[src/rtl/core_pkg.sv]
// Shared MIPS core definitions: default datapath widths, ALU opcodes, register zero.
// No logic, no latency.
// No handshake; constants only.
package core_pkg;

    localparam int DEF_DATA_W = 32;
    localparam int DEF_REG_W  = 5;
    localparam int DEF_ALUC_W = 4;

    localparam logic [DEF_ALUC_W-1:0] ALU_AND = 4'h0;
    localparam logic [DEF_ALUC_W-1:0] ALU_OR  = 4'h1;
    localparam logic [DEF_ALUC_W-1:0] ALU_ADD = 4'h2;
    localparam logic [DEF_ALUC_W-1:0] ALU_SUB = 4'h6;
    localparam logic [DEF_ALUC_W-1:0] ALU_SLT = 4'h7;
    localparam logic [DEF_ALUC_W-1:0] ALU_NOR = 4'hC;

    localparam logic [DEF_REG_W-1:0] REG_ZERO = 5'd0;

endpackage

[src/rtl/hazard_detect_lu.sv]
// Load-use hazard detector: ID instruction reads the register an EXE load is producing.
// Purely combinational, zero latency.
// No handshake; the caller decides how stalls and flushes gate the result.
module hazard_detect_lu
    import core_pkg::*;
#(
    parameter int REG_W = DEF_REG_W
) (
    input  logic             id_valid,
    input  logic [REG_W-1:0] rs,
    input  logic [REG_W-1:0] rt,
    input  logic             use_rt,
    input  logic             valid_execute,
    input  logic             mem_to_reg_execute,
    input  logic [REG_W-1:0] reg_dest_execute,
    output logic             hz
);

    logic dest_live;
    logic src_match;

    // Writes to $zero are discarded, so a load targeting it can never be a dependency.
    assign dest_live = valid_execute & mem_to_reg_execute &
                       (reg_dest_execute != REG_W'(REG_ZERO));
    assign src_match = (rs == reg_dest_execute) | (use_rt & (rt == reg_dest_execute));
    assign hz        = id_valid & dest_live & src_match;

endmodule

[src/rtl/idexe_pipe_reg.sv]
// ID/EXE pipeline register with valid bit, flush-to-bubble and load-use bubble insertion.
// One cycle from ID inputs to EXE outputs.
// stall_in holds every EXE register; load_use_stall tells PC and IF/ID to hold.
module idexe_pipe_reg
    import core_pkg::*;
#(
    parameter int DATA_W = DEF_DATA_W,
    parameter int REG_W  = DEF_REG_W,
    parameter int ALUC_W = DEF_ALUC_W,
    parameter int CNT_W  = 16
) (
    input  logic              clk,
    input  logic              reset,
    input  logic              stall_in,
    input  logic              flush,
    input  logic              id_valid,
    input  logic              write_reg,
    input  logic              write_mem,
    input  logic              mem_to_reg,
    input  logic [ALUC_W-1:0] alu_control,
    input  logic              alu_immediate,
    input  logic [REG_W-1:0]  rs,
    input  logic [REG_W-1:0]  rt,
    input  logic              use_rt,
    input  logic [REG_W-1:0]  reg_dest,
    input  logic [DATA_W-1:0] qa,
    input  logic [DATA_W-1:0] qb,
    input  logic [DATA_W-1:0] immediate_32,
    output logic              valid_execute,
    output logic              write_reg_execute,
    output logic              write_mem_execute,
    output logic              mem_to_reg_execute,
    output logic              alu_immediate_execute,
    output logic [ALUC_W-1:0] alu_control_execute,
    output logic [REG_W-1:0]  reg_dest_execute,
    output logic [DATA_W-1:0] qa_execute,
    output logic [DATA_W-1:0] qb_execute,
    output logic [DATA_W-1:0] immediate_32_execute,
    output logic              load_use_stall,
    output logic [CNT_W-1:0]  bubble_count
);

    typedef struct packed {
        logic              valid;
        logic              write_reg;
        logic              write_mem;
        logic              mem_to_reg;
        logic              alu_immediate;
        logic [ALUC_W-1:0] alu_control;
        logic [REG_W-1:0]  reg_dest;
        logic [DATA_W-1:0] qa;
        logic [DATA_W-1:0] qb;
        logic [DATA_W-1:0] imm;
    } ex_t;

    ex_t              ex_q;
    ex_t              ex_d;
    logic             hz;
    logic [CNT_W-1:0] cnt_q;

    hazard_detect_lu #(
        .REG_W (REG_W)
    ) u_hazard (
        .id_valid           (id_valid),
        .rs                 (rs),
        .rt                 (rt),
        .use_rt             (use_rt),
        .valid_execute      (ex_q.valid),
        .mem_to_reg_execute (ex_q.mem_to_reg),
        .reg_dest_execute   (ex_q.reg_dest),
        .hz                 (hz)
    );

    assign load_use_stall = hz & ~flush;

    // A non-valid slot keeps its fields but must never write architectural state.
    always_comb begin
        ex_d               = '0;
        ex_d.valid         = id_valid;
        ex_d.write_reg     = write_reg  & id_valid;
        ex_d.write_mem     = write_mem  & id_valid;
        ex_d.mem_to_reg    = mem_to_reg & id_valid;
        ex_d.alu_immediate = alu_immediate;
        ex_d.alu_control   = alu_control;
        ex_d.reg_dest      = reg_dest;
        ex_d.qa            = qa;
        ex_d.qb            = qb;
        ex_d.imm           = immediate_32;
    end

    always_ff @(posedge clk) begin
        if (reset) begin
            ex_q  <= '0;
            cnt_q <= '0;
        end else if (flush) begin
            ex_q <= '0;
        end else if (stall_in) begin
            ex_q <= ex_q;
        end else if (hz) begin
            ex_q <= '0;
            if (cnt_q != {CNT_W{1'b1}}) begin
                cnt_q <= cnt_q + CNT_W'(1);
            end
        end else begin
            ex_q <= ex_d;
        end
    end

    assign valid_execute         = ex_q.valid;
    assign write_reg_execute     = ex_q.write_reg;
    assign write_mem_execute     = ex_q.write_mem;
    assign mem_to_reg_execute    = ex_q.mem_to_reg;
    assign alu_immediate_execute = ex_q.alu_immediate;
    assign alu_control_execute   = ex_q.alu_control;
    assign reg_dest_execute      = ex_q.reg_dest;
    assign qa_execute            = ex_q.qa;
    assign qb_execute            = ex_q.qb;
    assign immediate_32_execute  = ex_q.imm;
    assign bubble_count          = cnt_q;

endmodule

[config.mk]
export PLATFORM = sky130hd
export DESIGN_NAME = idexe_pipe_reg
export DESIGN_NICKNAME = d
export VERILOG_FILES = /design/src/rtl/core_pkg.sv /design/src/rtl/hazard_detect_lu.sv /design/src/rtl/idexe_pipe_reg.sv
export SDC_FILE = /design/constraint.sdc
export NUM_CORES = 1
export LEC_CHECK = 0
export BUFFER_PORTS_ARGS = -buffer_cell sky130_fd_sc_hd__buf_2
export CORE_ASPECT_RATIO = 1.25
export CORE_MARGIN = 1
export CORE_UTILIZATION = 39
export DETAILED_ROUTE_END_ITERATION = 8
export PLACE_DENSITY_LB_ADDON = 0.05
export SYNTH_ARGS = -nofsm -noshare
export SYNTH_HDL_FRONTEND = slang
export SYNTH_SLANG_ARGS = --single-unit
[constraint.sdc]
create_clock -name clk -period 1.9 [get_ports clk]
set_clock_uncertainty 0.1 [all_clocks]
set_input_delay 0.19 -clock clk [delete_from_list [all_inputs] [get_ports clk]]
set_output_delay 0.19 -clock clk [all_outputs]
set_load 0.02 [all_outputs]
Word-level counts from Yosys, hierarchy flattened
Cells that the tools add are included.
- add/sub/neg operators: 1
- equality and inequality tests: 3
- multiplexer cells: 1
- bitwise logic cells: 12
- reductions and logical operators: 3
- operators with widths (kind ; number):
    $mux 110 ; 1
    $add 16x1->16 const B ; 1
    $ne 16x16->1 const B ; 1
    $eq 5x5->1 ; 2
    $and 1x1->1 ; 9
    $reduce_bool 5->1 ; 1
    $reduce_and 4->1 ; 1
    $not 1->1 ; 2
    $reduce_or 2->1 ; 1
    $or 1x1->1 ; 1
- register bits: 126
- input bits: 125
- output and inout port bits: 127

Depth between registers and ports, before layout
- depth after elaboration: 5
- mapped depth: 7
- mapped depth without buffers: 6

Hierarchy
Synthesis repeated with hierarchy kept, for this count alone.
- cell total of the unflattened synthesis: 487
- area total of the unflattened synthesis: 4618.2 um^2
- by module, submodules not included (module ; instances ; cells each ; area each (um^2) ; seq. area each (um^2)):
    idexe_pipe_reg ; 1 ; 470 ; 4488.1 ; 2522.4
    hazard_detect_lu ; 1 ; 17 ; 130.1 ; 0.0

Worst setup path before layout
OpenSTA, ideal clock, no wires.
- path kind: register to output
- start point: reg ex_q, in the netlist reg_dest_execute[3]
- end point: out load_use_stall
- data arrival time: 2157 ps
- required time: 1610 ps
- setup slack: -547 ps
- stages on the path, launching flop included: 7
- path through: dfxtp_1 xor2_1 nor4_1 a32oi_1 buf_2 buf_2 nor4_1
- word-level cells in the longest chain between the ends: 5
- RTL lines (item ; RTL line ; text):
    start: declaration ; idexe_pipe_reg.sv:56 ; ex_t ex_q;
    start signal: assignment ; idexe_pipe_reg.sv:98 ; ex_q <= ex_q;
    $eq 5x5->1 / $reduce_bool 5->1 (equally long branches) ; hazard_detect_lu.sv:25, hazard_detect_lu.sv:24 ;
    $and 1x1->1, on equally long branches ; hazard_detect_lu.sv:25, hazard_detect_lu.sv:23 ;
    $or 1x1->1 / $and 1x1->1 (equally long branches) ; hazard_detect_lu.sv:25, hazard_detect_lu.sv:26 ;
    $and 1x1->1 * ; hazard_detect_lu.sv:26 ; assign hz = id_valid & dest_live & src_match;
    $and 1x1->1 * ; idexe_pipe_reg.sv:74 ; assign load_use_stall = hz & ~flush;
    end: declaration ; idexe_pipe_reg.sv:39 ; output logic load_use_stall,
Mark *: on every way between the ends. The rest lies on a longest branch, timed or not.

Final worst setup path
- start point: reg ex_q, in the netlist reg_dest_execute[2]
- end point: reg ex_q, in the netlist reg_dest_execute[0]
- word-level cells in the longest chain between the ends: 5
- RTL lines (item ; RTL line ; text):
    $eq 5x5->1 / $reduce_bool 5->1 (equally long branches) ; hazard_detect_lu.sv:25, hazard_detect_lu.sv:24 ;
    $and 1x1->1, on equally long branches ; hazard_detect_lu.sv:25, hazard_detect_lu.sv:23 ;
    $or 1x1->1 / $and 1x1->1 (equally long branches) ; hazard_detect_lu.sv:25, hazard_detect_lu.sv:26 ;
    $and 1x1->1 * ; hazard_detect_lu.sv:26 ;
    $mux 110 * ; idexe_pipe_reg.sv:99 ; end else if (hz) begin
Marked as above.
A chain may end at the register's enable or synchronous reset.

==> run metrics <==
status=finished with violations; failing checks=setup timing; Site Rows=42; Slew HR=0.5963; Worst Setup End Kind=register; post-synthesis area per instance=11.63 sq um; IO buf count=251; Root Driver=clkbuf_16; Power Dens Cells=797.3 nW/um^2; crit path kind=register to register; share of the synthesized area in the top cell type=0.5862; post-synthesis cell type count=34; CP max FO=46; most frequent cells in the layout=250 x buf_2, 119 x dfxtp_1, 109 x dlygate4sd3_1; Leak=3.916 nW; drc violations=0; Hold Path Class=input pin to register; starting density of the core=0.4034; Hold Slack=0.06138 ns; final period utilization=1.164; post-detail-place hpwl=8874 um; CP max stage cell=o31a_4; die span in x=95.95 um; Ant. Diodes=0; final setup fails=125; CTS tree=yes; Clock Power Share=0.454; R2R depth=7; Clock Latency Late Sink=0.40 ns; Routed WL per cell=17.09 um; post-route minimum period=2.212 ns; final setup margin=-0.3116 ns; Switching Share=0.2349; Max H-tree Level=4; Cell Int Power=0.004929 W; Initial DRC Count=195; Min-Delay Path Depth=3; Vias=4742; Num Clock Sinks=126; clock tree buffer depth=2; pre-CTS WS=-0.1268 ns; vias in the first global route=4779; Worst EP arrival=2.39 ns; Max-Cap Viols=0; fmax=452.2 MHz; largest cells by area after synthesis=dfxtp_1 59%, a22o_1 22%, xor2_1 1.8%; first-pass GRT wire length=22830 um; Vias per Instance=5.171; Die Height=119.4 um; CP Launch Type=register; antenna violations before repair=0; Hold Path Origin=id_valid; nets@finish=900; drt total wl=15670 um; Synth area leader=dfxtp_1; reg-to-reg slack, setup=-0.31 ns; Num CTS Buffers=17; Switch Pwr=0.001514 W; DRT antenna net count=0; hold worst-path end=valid_execute; RD Place Congestion=0.8342; Yosys reg bits=126; commonest non-fill, non-tap cell in the layout=buf_2; Flop pwr share=0.429; DR pass1 iterations=4; global-route usage over all layers=0.2602; layout cells sized above 1=0.4879; pins over their slew limit=0; RSZ-0062 raised after global routing=yes; Cells after Synth=370; Area Growth Syn to Fin=87.79%; r2r startpoint=reg_dest_execute[2]; Core Area=10670 sq um; slew at the pin with the worst max-slew slack=0.6034 ns; die area=11460 sq um; total gr overflow=0; Syn Nets=496; CP Data Required Time=2.08 ns; Syn. warnings=0; logic gate share of total power=0.117; io pins=252; largest net degree at the start of global routing=65; synthesized area=4303 sq um; sequential fraction of the synthesis area=0.5862; clk slew on worst S/H paths=0.05 ns; maximum VDD drop=0.0006955 V; CP Cell Sequence=xor2_1, nor4_1, a32oi_1, buf_4, o31a_4, buf_12, a22o_1; Slowest Stage Delay on Critical Path=0.37 ns; final hold vios=0; Worst R2R End=reg_dest_execute[0]; Setup crit start=reg_dest_execute[2]
registers in the layout, summed over array words and instances (netlist names), 4 cells and up:
name                  count
reg_dest_execute          5
immediate_32_execute     32
bubble_count             16
alu_control_execute       4
qa_execute               32
qb_execute               32
cells in the mapped netlist (all sizes together):
cell	n
nand4	5
a22o	107
or4	9
o21ai	1
buf	14
mux2	6
a32o	3
nor3	7
mux2i	1
nand4bb	1
xor2	9
ha	1
o31a	1
o21ba	1
or3	1
nand3	8
and3	2
nand2	5
dfxtp	126
and2	1
o31ai	8
nor2	12
and4	2
inv	2
a32oi	1
nor4	2
a21oi	9
clkbuf	15
nor3b	1
nor2b	6
nand2b	2
xnor2	1
power by group through the flow:
stage / clock network [W] / logic, W / registers [W]
final: 0.00292 / 0.000757 / 0.00276
after global routing: 0.00310 / 0.000803 / 0.00277
after CTS: 0.00298 / 0.000719 / 0.00276
after detailed placement: 0 / 0.000512 / 0.00281
after global placement: 0 / 0.000504 / 0.00281
after floorplan: 0 / 0.000163 / 0.00291
worst max-delay path by stage:
stage / endpoint / slack, ns / cells past startpoint
after detailed placement: immediate_32_execute[27] / -0.13 / 6
after global placement: immediate_32_execute[28] / -0.1 / 6
final: reg_dest_execute[0] / -0.31 / 7
after CTS: mem_to_reg_execute / -0.30 / 7
after global routing: qa_execute[3] / -0.34 / 7
after floorplan: qb_execute[10] / -0.09 / 7
critical path, delay by kind of cell (launching register included):
kind,cells,cell delay (ns)
flip-flops,1,0.35
buffers and inverters,2,0.40
XOR/XNOR,1,0.14
AO/OA/AOI/OAI,3,0.81
AND/OR/NAND/NOR,1,0.29
metrics by stage:
stage / power, W / util / setup TNS [ns] / cells / instance area (sq um)
6_report: 0.006442 / 0.7574 / -32.31 / 917 / 8080
2_1_floorplan: 0.003072 / - / -5.712 / 370 / 4414
5_1_grt: 0.006669 / 0.7574 / -36.35 / 917 / 8080
3_3_place_gp: 0.003317 / 0.5541 / -6.158 / 753 / 5911
4_1_cts: 0.006458 / 0.7375 / -30.85 / 913 / 7868
3_5_place_dp: 0.003325 / 0.5541 / -9.576 / 753 / 5911
logic make-up (layout without fill, tap and decap cells):
kind of cell	after synthesis	after routing	share of synthesized area
mux	7	7	0.01803
fa+ha+maj	1	1	0.002907
simple gates	64	66	0.08404
flops	126	126	0.5862
compound gates	131	131	0.2568
buf+inv	31	444	0.03170
xor+xnor	10	10	0.02036
timing repair:
item | 4_1_cts | 5_1_grt
pin swaps | 19 | 28
endpoints found under the hold margin | 109 | 0
endpoints found under the setup margin | 126 | 127
setup buffers | 17 | 2
hold buffers | 109 | 0
gates cloned | 4 | 4
resized for setup | 36 | 31
layout make-up:
class | count | area, sq um
clock buffers | 21 | 481.7
clock inverters | 9 | 61.31
well taps | 132 | 165.2
multi-input cells | 215 | 1921
fillers | 723 | 2587
repair buffers | 412 | 2905
inverters | 2 | 7.507
flip-flops and latches | 126 | 2539
routing by layer:
| metal | part of all wire | global-route usage | wire (um) | vias to the layer above |
|---|---|---|---|---|
| li1 | - | - | - | 2239 |
| met1 | 0.38 | 0.2818 | 6023 | 2244 |
| met5 | 0 | 0 | 0 | - |
| met4 | 0.031 | 0.1231 | 478 | 0 |
| met2 | 0.52 | 0.4527 | 8167 | 220 |
| met3 | 0.064 | 0.07854 | 1000 | 39 |
No activity file was read; power rests on OpenSTA's default activity.
